$ cat src/rtl/obi_arb_pkg.sv
// ---------------------------------------------------------------------------
// obi_arb_pkg
// Shared types and widths for the OBI instruction/data arbiter.
//   obi_src_e : identifies which core port issued a transfer
//   OBI_AW    : address width
//   OBI_DW    : data width
//   OBI_BEW   : byte-enable width
// ---------------------------------------------------------------------------
package obi_arb_pkg;

    typedef enum logic {
        SRC_INSTR,
        SRC_DATA
    } obi_src_e;

    localparam int OBI_AW  = 32;
    localparam int OBI_DW  = 32;
    localparam int OBI_BEW = 4;

endpackage

$ cat src/rtl/obi_src_fifo.sv
// ---------------------------------------------------------------------------
// obi_src_fifo
// Depth-MAX_OUT FIFO holding the source of every granted transfer, so that
// in-order responses can be steered back to the port that issued them.
// Ports:
//   hclk_i, hresetn_i : clock, asynchronous active-low reset
//   push, din         : write one entry
//   pop               : discard the head entry
//   head              : current head entry
//   count             : number of stored entries (0..MAX_OUT)
//   full, empty       : occupancy flags
// A push while full is accepted only if a pop happens in the same cycle.
// ---------------------------------------------------------------------------
module obi_src_fifo
    import obi_arb_pkg::*;
#(
    parameter int MAX_OUT = 2
) (
    input  logic                         hclk_i,
    input  logic                         hresetn_i,
    input  logic                         push,
    input  obi_src_e                     din,
    input  logic                         pop,
    output obi_src_e                     head,
    output logic [$clog2(MAX_OUT+1)-1:0] count,
    output logic                         full,
    output logic                         empty
);

    localparam int PTR_W = (MAX_OUT > 1) ? $clog2(MAX_OUT) : 1;
    localparam int CNT_W = $clog2(MAX_OUT + 1);

    obi_src_e         mem [MAX_OUT];
    logic [PTR_W-1:0] wr_ptr;
    logic [PTR_W-1:0] rd_ptr;
    logic             do_push;
    logic             do_pop;

    // Pointers wrap at MAX_OUT, which need not be a power of two.
    function automatic logic [PTR_W-1:0] ptr_inc(input logic [PTR_W-1:0] p);
        return (p == PTR_W'(MAX_OUT - 1)) ? '0 : p + PTR_W'(1);
    endfunction

    assign full    = (count == CNT_W'(MAX_OUT));
    assign empty   = (count == '0);
    assign do_pop  = pop & ~empty;
    assign do_push = push & (~full | do_pop);
    assign head    = mem[rd_ptr];

    always_ff @(posedge hclk_i or negedge hresetn_i) begin
        if (!hresetn_i) begin
            wr_ptr <= '0;
            rd_ptr <= '0;
            count  <= '0;
        end else begin
            if (do_push) wr_ptr <= ptr_inc(wr_ptr);
            if (do_pop)  rd_ptr <= ptr_inc(rd_ptr);
            case ({do_push, do_pop})
                2'b10:   count <= count + CNT_W'(1);
                2'b01:   count <= count - CNT_W'(1);
                default: count <= count;
            endcase
        end
    end

    // Storage needs no reset: entries are only read once count says valid.
    always_ff @(posedge hclk_i) begin
        if (do_push) mem[wr_ptr] <= din;
    end

endmodule

$ cat src/rtl/obi_ifetch_data_arbiter.sv
// ---------------------------------------------------------------------------
// obi_ifetch_data_arbiter
// Shares one OBI-to-AHB-Lite adapter between the CV32E40P instruction-fetch
// and data OBI ports.
// Ports:
//   hclk_i, hresetn_i           : clock, asynchronous active-low reset
//   instr_req/gnt/addr          : instruction address phase
//   instr_rvalid/rdata/err      : instruction response
//   data_req/gnt/we/be/addr/wdata : data address phase
//   data_rvalid/rdata/err       : data response
//   m_req/gnt/we/be/addr/wdata  : request toward the adapter
//   m_rvalid/rdata/err          : response from the adapter
//   m_pending_o                 : outstanding limit reached (adapter hint)
//   unexp_rsp_o                 : sticky, response seen with nothing pending
// Parameters:
//   MAX_OUT    : granted-but-unanswered transfers allowed (1..4)
//   FIXED_PRIO : 0 = round-robin, 1 = data port always wins a tie
// ---------------------------------------------------------------------------
module obi_ifetch_data_arbiter
    import obi_arb_pkg::*;
#(
    parameter int MAX_OUT    = 2,
    parameter int FIXED_PRIO = 0
) (
    input  logic               hclk_i,
    input  logic               hresetn_i,

    input  logic               instr_req_i,
    output logic               instr_gnt_o,
    input  logic [OBI_AW-1:0]  instr_addr_i,
    output logic               instr_rvalid_o,
    output logic [OBI_DW-1:0]  instr_rdata_o,
    output logic               instr_err_o,

    input  logic               data_req_i,
    output logic               data_gnt_o,
    input  logic               data_we_i,
    input  logic [OBI_BEW-1:0] data_be_i,
    input  logic [OBI_AW-1:0]  data_addr_i,
    input  logic [OBI_DW-1:0]  data_wdata_i,
    output logic               data_rvalid_o,
    output logic [OBI_DW-1:0]  data_rdata_o,
    output logic               data_err_o,

    output logic               m_req_o,
    input  logic               m_gnt_i,
    output logic               m_we_o,
    output logic [OBI_BEW-1:0] m_be_o,
    output logic [OBI_AW-1:0]  m_addr_o,
    output logic [OBI_DW-1:0]  m_wdata_o,
    input  logic               m_rvalid_i,
    input  logic [OBI_DW-1:0]  m_rdata_i,
    input  logic               m_err_i,

    output logic               m_pending_o,
    output logic               unexp_rsp_o
);

    localparam int CNT_W = $clog2(MAX_OUT + 1);

    logic [CNT_W-1:0] count;
    logic             fifo_full;
    logic             fifo_empty;
    obi_src_e         fifo_head;

    logic             pop;
    logic             push;
    logic             slot_free;
    logic             instr_elig;
    logic             data_elig;
    logic             lock_valid;
    obi_src_e         sel;

    logic             lock_q;
    obi_src_e         lock_src_q;
    obi_src_e         rr_last_q;
    logic             unexp_q;

    obi_src_fifo #(
        .MAX_OUT (MAX_OUT)
    ) u_src_fifo (
        .hclk_i    (hclk_i),
        .hresetn_i (hresetn_i),
        .push      (push),
        .din       (sel),
        .pop       (pop),
        .head      (fifo_head),
        .count     (count),
        .full      (fifo_full),
        .empty     (fifo_empty)
    );

    // A response arriving this cycle frees its slot immediately, so a full
    // FIFO can still accept a new grant in the same cycle.
    assign pop        = m_rvalid_i & ~fifo_empty;
    assign slot_free  = ~fifo_full | pop;
    assign instr_elig = instr_req_i & slot_free;
    assign data_elig  = data_req_i & slot_free;
    assign m_req_o    = instr_elig | data_elig;
    assign push       = m_req_o & m_gnt_i;

    // The lock only steers selection while its holder is still requesting;
    // a holder that withdrew (illegal OBI) must not be granted.
    assign lock_valid = lock_q & ((lock_src_q == SRC_INSTR) ? instr_elig : data_elig);

    always_comb begin
        sel = SRC_DATA;
        if (lock_valid) begin
            sel = lock_src_q;
        end else if (instr_elig && !data_elig) begin
            sel = SRC_INSTR;
        end else if (data_elig && !instr_elig) begin
            sel = SRC_DATA;
        end else if (FIXED_PRIO != 0) begin
            sel = SRC_DATA;
        end else begin
            sel = (rr_last_q == SRC_DATA) ? SRC_INSTR : SRC_DATA;
        end
    end

    // Request fields are driven to zero when nothing is requested.
    always_comb begin
        m_we_o    = 1'b0;
        m_be_o    = '0;
        m_addr_o  = '0;
        m_wdata_o = '0;
        if (m_req_o) begin
            if (sel == SRC_DATA) begin
                m_we_o    = data_we_i;
                m_be_o    = data_be_i;
                m_addr_o  = data_addr_i;
                m_wdata_o = data_wdata_i;
            end else begin
                m_be_o    = '1;
                m_addr_o  = instr_addr_i;
            end
        end
    end

    assign instr_gnt_o    = push & (sel == SRC_INSTR);
    assign data_gnt_o     = push & (sel == SRC_DATA);

    assign instr_rvalid_o = pop & (fifo_head == SRC_INSTR);
    assign data_rvalid_o  = pop & (fifo_head == SRC_DATA);
    assign instr_rdata_o  = instr_rvalid_o ? m_rdata_i : '0;
    assign instr_err_o    = instr_rvalid_o & m_err_i;
    assign data_rdata_o   = data_rvalid_o ? m_rdata_i : '0;
    assign data_err_o     = data_rvalid_o & m_err_i;

    assign m_pending_o    = (count == CNT_W'(MAX_OUT)) & ~m_rvalid_i;
    assign unexp_rsp_o    = unexp_q;

    // Lock follows any stalled request and drops on the handshake or when
    // no request is offered; rr_last tracks the most recent winner.
    always_ff @(posedge hclk_i or negedge hresetn_i) begin
        if (!hresetn_i) begin
            lock_q     <= 1'b0;
            lock_src_q <= SRC_INSTR;
            rr_last_q  <= SRC_INSTR;
            unexp_q    <= 1'b0;
        end else begin
            if (m_req_o && !m_gnt_i) begin
                lock_q     <= 1'b1;
                lock_src_q <= sel;
            end else begin
                lock_q     <= 1'b0;
            end
            if (push) begin
                rr_last_q <= sel;
            end
            if (m_rvalid_i && fifo_empty) begin
                unexp_q <= 1'b1;
            end
        end
    end

endmodule

$ cat config.mk
export PLATFORM = sky130hd
export DESIGN_NAME = obi_ifetch_data_arbiter
export DESIGN_NICKNAME = d
export VERILOG_FILES = /design/src/rtl/obi_arb_pkg.sv /design/src/rtl/obi_src_fifo.sv /design/src/rtl/obi_ifetch_data_arbiter.sv
export SDC_FILE = /design/constraint.sdc
export NUM_CORES = 1
export LEC_CHECK = 0
export CAP_MARGIN = 20
export CORE_AREA = 10 10 100 102
export DETAILED_ROUTE_END_ITERATION = 7
export DIE_AREA = 0 0 110 112
export PLACE_DENSITY = 0.82
export SYNTH_ARGS = -nofsm -noshare
export SYNTH_HDL_FRONTEND = slang
export SYNTH_SLANG_ARGS = --single-unit
$ cat constraint.sdc
create_clock -name hclk_i -period 4.1 [get_ports hclk_i]
set_input_delay 0.82 -clock hclk_i [delete_from_list [all_inputs] [get_ports hclk_i]]
set_output_delay 0.82 -clock hclk_i [all_outputs]
set_load 0.005 [all_outputs]
==> results.txt, run 1 <==
First-pass GRT wire length: 15800 µm
Worst-path clk slew: 0.04 ns
Wire per inst: 17.2 µm
Most common cell in the netlist: and2_1
Clock Latency Late Sink: 0.24 ns
Hold WS: 0.463 ns
HP Class: reg2reg
Drt total wl: 11100 µm
Worst vdd ir: 161 µV
CTS tree: built
Die Ht: 112 µm
Starting Density: 23.1%
Die Footprint: 12300 µm²
Root buf cell: clkbuf_8
Fin crit period: 3.87 ns
Synth top area share: 33.7%
Post-Route Utilization: 59.4%
Bufs on Longest Clock Path: 2
PnR worst setup slack: 0.230 ns
DP HPWL: 10000 µm
Post-CTS Setup Inserts: 0
Top cells by count, synth: and2_1 (100), nand2_1 (71), mux2i_1 (33)
Pleak: 0.00201 µW
Routed vias/inst: 4.33
Total grt overflow: 0
GP Congestion: 0.798
P&R area growth vs syn: 158%
Worst Skew: 0.00450 ns
Worst Tran Pin Value: 0.458 ns
Layout cells sized above 1: 2.58%
Crit path launch type: primary input
Post-synth EDFFs: 2
Rows: 33
Largest net degree at the start of global routing: 66
Final setup viols: 0
RSZ-0062 raised after global routing: no
Pins Over Slew Limit: 0
Syn nets: 412
Total CTS buffers: 3
# nets final: 684
Ports: 282
DR vias: 2802
Power Total: 1620 µW
Async set-reset flop share out of synthesis: 80.0%
Htree depth: 1
Routed Antenna Nets: 0
Post-synthesis cell type count: 26
Status: finished, final reports clean
Core area: 8050 µm²
Slew HR: 69.1%
Req. time, crit path: 3.28 ns
Post-Syn Area: 1860 µm²
Worst-path fanout max: 35
IO Port Bufs: 281
Post-cts hold buffer count: 0
Post-Place Setup Slack: 0.224 ns
Die width: 110 µm
# clock sinks: 10
PostCTS Resize Cnt: 0
Mean area per synthesized cell: 6.86 µm²
Internal reg-to-reg setup slack: 2.16 ns
Sequential fraction of the synthesis area: 14.0%
Post-synth top area cell: and2_1
MaxCap Viol Count: 0
Initial drt markers: 75
Post-Syn Instances: 271
Crit end category: output pin
Setup TNS Final: 0 ns
DR pass1 iterations: 6
Gr usage total: 16.0%
Vias in the first global route: 2867
Fraction of the cycle the final worst path needs: 94.4%
Diode count: 0
Power Density: 339 nW/µm²
Achievable Freq: 258 MHz
Initial antenna violation count: 0
Number of remaining DRC errors: 0
Endpoints failing hold: 0
Kind of critical path: in2out
CP arrival: 3.05 ns
Post-synth top flop: dfrtp_1
Synth warn: 0
Flops & latches, synth: 10
Synth area leaders: and2_1 (34%), mux2i_1 (18%), nand2_1 (14%)
[logic make-up after synthesis]
family                   after synthesis  synth area share, %
AND/OR/NAND/NOR                      185                 52.2
multiplexers                          34                 18.4
buffers and inverters                 23                 7.81
AO/OA/AOI/OAI                         13                 4.58
flip-flops                            10                 14.0
XOR/XNOR                               5                 2.36
adder cells (fa/ha/maj)                1                0.673
[state kept, by name, summed over array words and instances (netlist names)]
signal,flops
lock_src_q,1
u_src_fifo.rd_ptr,1
u_src_fifo.count,2
u_src_fifo.wr_ptr,1
u_src_fifo.mem,2
unexp_rsp_o,1
rr_last_q,1
lock_q,1
[layout by cell type (no fill, tap or decap), types with 2 or more instances in the layout]
| cell type | n |
|---|---|
| o21ai_0 | 5 |
| and2_1 | 100 |
| buf_12 | 2 |
| nor2_1 | 8 |
| clkbuf_8 | 3 |
| xnor2_1 | 4 |
| mux2i_1 | 33 |
| clkdlybuf4s50_1 | 281 |
| a21oi_1 | 5 |
| edfxtp_1 | 2 |
| nand2b_1 | 2 |
| dfrtp_1 | 8 |
| a21o_1 | 2 |
| inv_1 | 2 |
| buf_4 | 3 |
| nand2_1 | 71 |
[critical path, cell delays in order]
cell	delay, ns
clkdlybuf4s50_1	0.44
or3b_4	0.42
clkinv_4	0.09
nor2_4	0.04
o22ai_4	0.15
buf_12	0.25
mux2i_1	0.26
clkdlybuf4s50_1	0.54
[where the power goes]
part | switching, µW | internal [µW] | leakage (µW)
clock network | 39.1 | 65.6 | 0.0000231
logic | 510 | 833 | 0.00188
registers | 31.3 | 141 | 0.000110
total | 580 | 1040 | 0.00201
[routing by layer]
layer | GRT usage [%] | wire (µm)
met1 | 15.5 | 3810
met2 | 30.1 | 5600
met3 | 6.86 | 1510
met4 | 3.73 | 193
met5 | 0 | 0
[through the flow]
step	instances	area [µm²]
finish	647	4780
global placement	643	4740
global route	647	4780
detailed placement	643	4740
CTS	647	4780
floorplan	271	1860
[path summary, 6_finish.rpt]
path | depth (start not counted) | startpoint | end
worst max-delay path | 8 | m_rvalid_i | m_addr_o[8]
min in group asynchronous | 1 | hresetn_i | u_src_fifo.wr_ptr
max in group asynchronous | 1 | hresetn_i | u_src_fifo.rd_ptr
worst min register to register | 1 | unexp_rsp_o | unexp_rsp_o
worst min-delay path | 1 | unexp_rsp_o | unexp_rsp_o
worst max register to register | 8 | u_src_fifo.count[0] | u_src_fifo.count[1]
[area by class of cell]
type | instances | area [µm²]
clock buffer | 3 | 41.3
clock inverter | 1 | 3.75
fill | 724 | 3270
inverter | 4 | 20.0
multi-input combinational | 238 | 1450
sequential | 10 | 260
tap | 105 | 131
timing repair buffer | 286 | 2880
Power figures use the tool's default switching activity.
==> run 2: changes to the inputs <==
Settings changed: CORE_AREA 10 10 100 102 to 8 8 104 106, DIE_AREA 0 0 110 112 to 0 0 112 114, PLACE_DENSITY 0.82 to 0.73.
==> run 2 against run 1 <==
Sequential power about the same. Via count decreased by 1.5%. Cell count increased by 0.93%. Final area decreased by 0.10%. Critical endpoint is now m_addr_o[10]. Largest cell class unchanged. Largest power group unchanged.
==> results.txt, run 2 (synthesized netlist as in run 1, its figures left out) <==
Status: finished, final reports clean
First-pass GRT wire length: 15000 µm
Grt met1 use: 12.3%
Post-cts hold buffer count: 0
RR Startpoint: u_src_fifo.count[1]
Root buf cell: clkbuf_8
NetSw: 562 µW
CP arrival: 3.02 ns
Worst setup path startpoint: m_rvalid_i
Crit-path cells: clkdlybuf4s50_1 -> or3b_4 -> o21ai_0 -> inv_2 -> buf_4 -> nand2_1 -> mux2i_1 -> clkdlybuf4s50_1
Final setup viols: 0
# clock sinks: 10
Initial drt markers: 106
Commonest non-fill, non-tap cell in the layout: clkdlybuf4s50_1
Delay-heaviest family, CP: buffers and inverters
Worst vdd ir: 156 µV
Fraction of the cycle the final worst path needs: 93.7%
Internal reg-to-reg setup slack: 1.75 ns
Slew HR: 60.5%
Slowest CP cell: clkdlybuf4s50_1
P&R area growth vs syn: 157%
Wire per inst: 15.5 µm
Placed cells: 649
Post-Place Setup Slack: 0.231 ns
Cell Count, Final, Fillers Out: 653
CTS tree: built
Bufs on Longest Clock Path: 2
DP HPWL: 9070 µm
CP Depth: 8
Sw frac: 35.2%
RSZ-0062 raised after global routing: no
Worst-path clk slew: 0.05 ns
Total CTS buffers: 3
Drt total wl: 10100 µm
Layout cells sized above 1: 2.58%
Met2 Use GR: 28.6%
Clk pwr share: 6.3%
Combinational share of power: 82.8%
P_int: 1030 µW
DR pass1 iterations: 4
Area of the multi-input gates: 1450 µm²
Vias in the first global route: 2951
Reg2reg end: u_src_fifo.count[1]
CP Buf/Inv Count: 4
Setup TNS Final: 0 ns
Worst Tran Pin Value: 0.592 ns
Register Area: 260 µm²
Routed Antenna Nets: 0
Total grt overflow: 0
Core area: 9110 µm²
Initial antenna violation count: 0
DR vias: 2761
Die Ht: 114 µm
Hold Path Cell Cnt: 1
# nets final: 684
Worst reg2reg path depth: 8
Achievable Freq: 260 MHz
Req. time, crit path: 3.28 ns
Post-CTS Setup Inserts: 0
Power Density: 334 nW/µm²
Routed vias/inst: 4.23
Die width: 112 µm
Worst Skew: 0.00123 ns
MaxCap Viol Count: 0
Fin crit period: 3.84 ns
Die Footprint: 12800 µm²
Number of remaining DRC errors: 0
Clock Latency Late Sink: 0.23 ns
Endpoints failing hold: 0
Largest regs: u_src_fifo.count: 2 flops, u_src_fifo.mem: 2 flops
Hold Path End: unexp_rsp_o
Hold WS: 0.455 ns
GR peak layer: met2
Htree depth: 1
HP Class: reg2reg
Kind of critical path: in2out
Pins Over Slew Limit: 0
PostCTS Resize Cnt: 0
Rows: 35
Largest net degree at the start of global routing: 68
Diode count: 0
Commonest non-fill, non-tap cells in the layout: clkdlybuf4s50_1 (281), and2_1 (100), nand2_1 (71), mux2i_1 (33)
Starting Density: 20.4%
IO Port Bufs: 281
GP Congestion: 0.748
Hold_sp: unexp_rsp_o
Crit path largest cell delay: 0.54 ns
Worst-path fanout max: 67
Power Total: 1590 µW
Crit-path most repeated cell: clkdlybuf4s50_1
Gr usage total: 14.4%
Met3 Track Usage GR: 8.56%
Ports: 282
PnR worst setup slack: 0.259 ns
Sequential power share: 10.9%
Crit path launch type: primary input
Fillers: 868
Pleak: 0.00201 µW
Crit end category: output pin
==> run 2: power by group through the flow <==
stage	logic, µW	clock network, µW	registers [µW]
finish	1320	101	173
global placement	1330	0	171
CTS	1350	105	174
detailed placement	1340	0	176
global route	1430	110	179
floorplan	592	0	166
==> run 2: worst max path at each step <==
stage	slack (ns)	endpoint
CTS	0.22	m_addr_o[10]
finish	0.26	m_addr_o[10]
global route	0.08	m_addr_o[2]
global placement	0.27	m_addr_o[16]
floorplan	1.25	m_addr_o[0]
detailed placement	0.23	m_addr_o[10]
==> run 2: cell type report <==
| class | count | share of cell area, % |
|---|---|---|
| Inverter | 4 | 0.419 |
| Tap cell | 111 | 2.91 |
| Clock buffer | 3 | 0.864 |
| Clock inverter | 1 | 0.0785 |
| Multi-Input combinational cell | 238 | 30.4 |
| Timing Repair Buffer | 286 | 59.9 |
| Sequential cell | 10 | 5.45 |
==> run 2: stage by stage <==
step | area, µm² | util [%]
2_1_floorplan | 1860 | -
3_3_place_gp | 4730 | 52.0
3_5_place_dp | 4730 | 52.0
4_1_cts | 4780 | 52.5
5_1_grt | 4780 | 52.5
6_report | 4780 | 52.5
==> run 2: routing by layer <==
metal	vias up	routed length, µm
met3	4	1500
met4	0	41
met1	1190	3230
met2	176	5340
met5	-	0
li1	1391	-
==> run 2: worst reg2reg max path, delay by kind of cell, from the launching register on <==
kind	cells	cell delay, ns
adder cells (fa/ha/maj)	1	0.36
buffers and inverters	2	0.54
AND/OR/NAND/NOR	3	0.66
XOR/XNOR	1	0.17
AO/OA/AOI/OAI	1	0.14
flip-flops	1	0.41
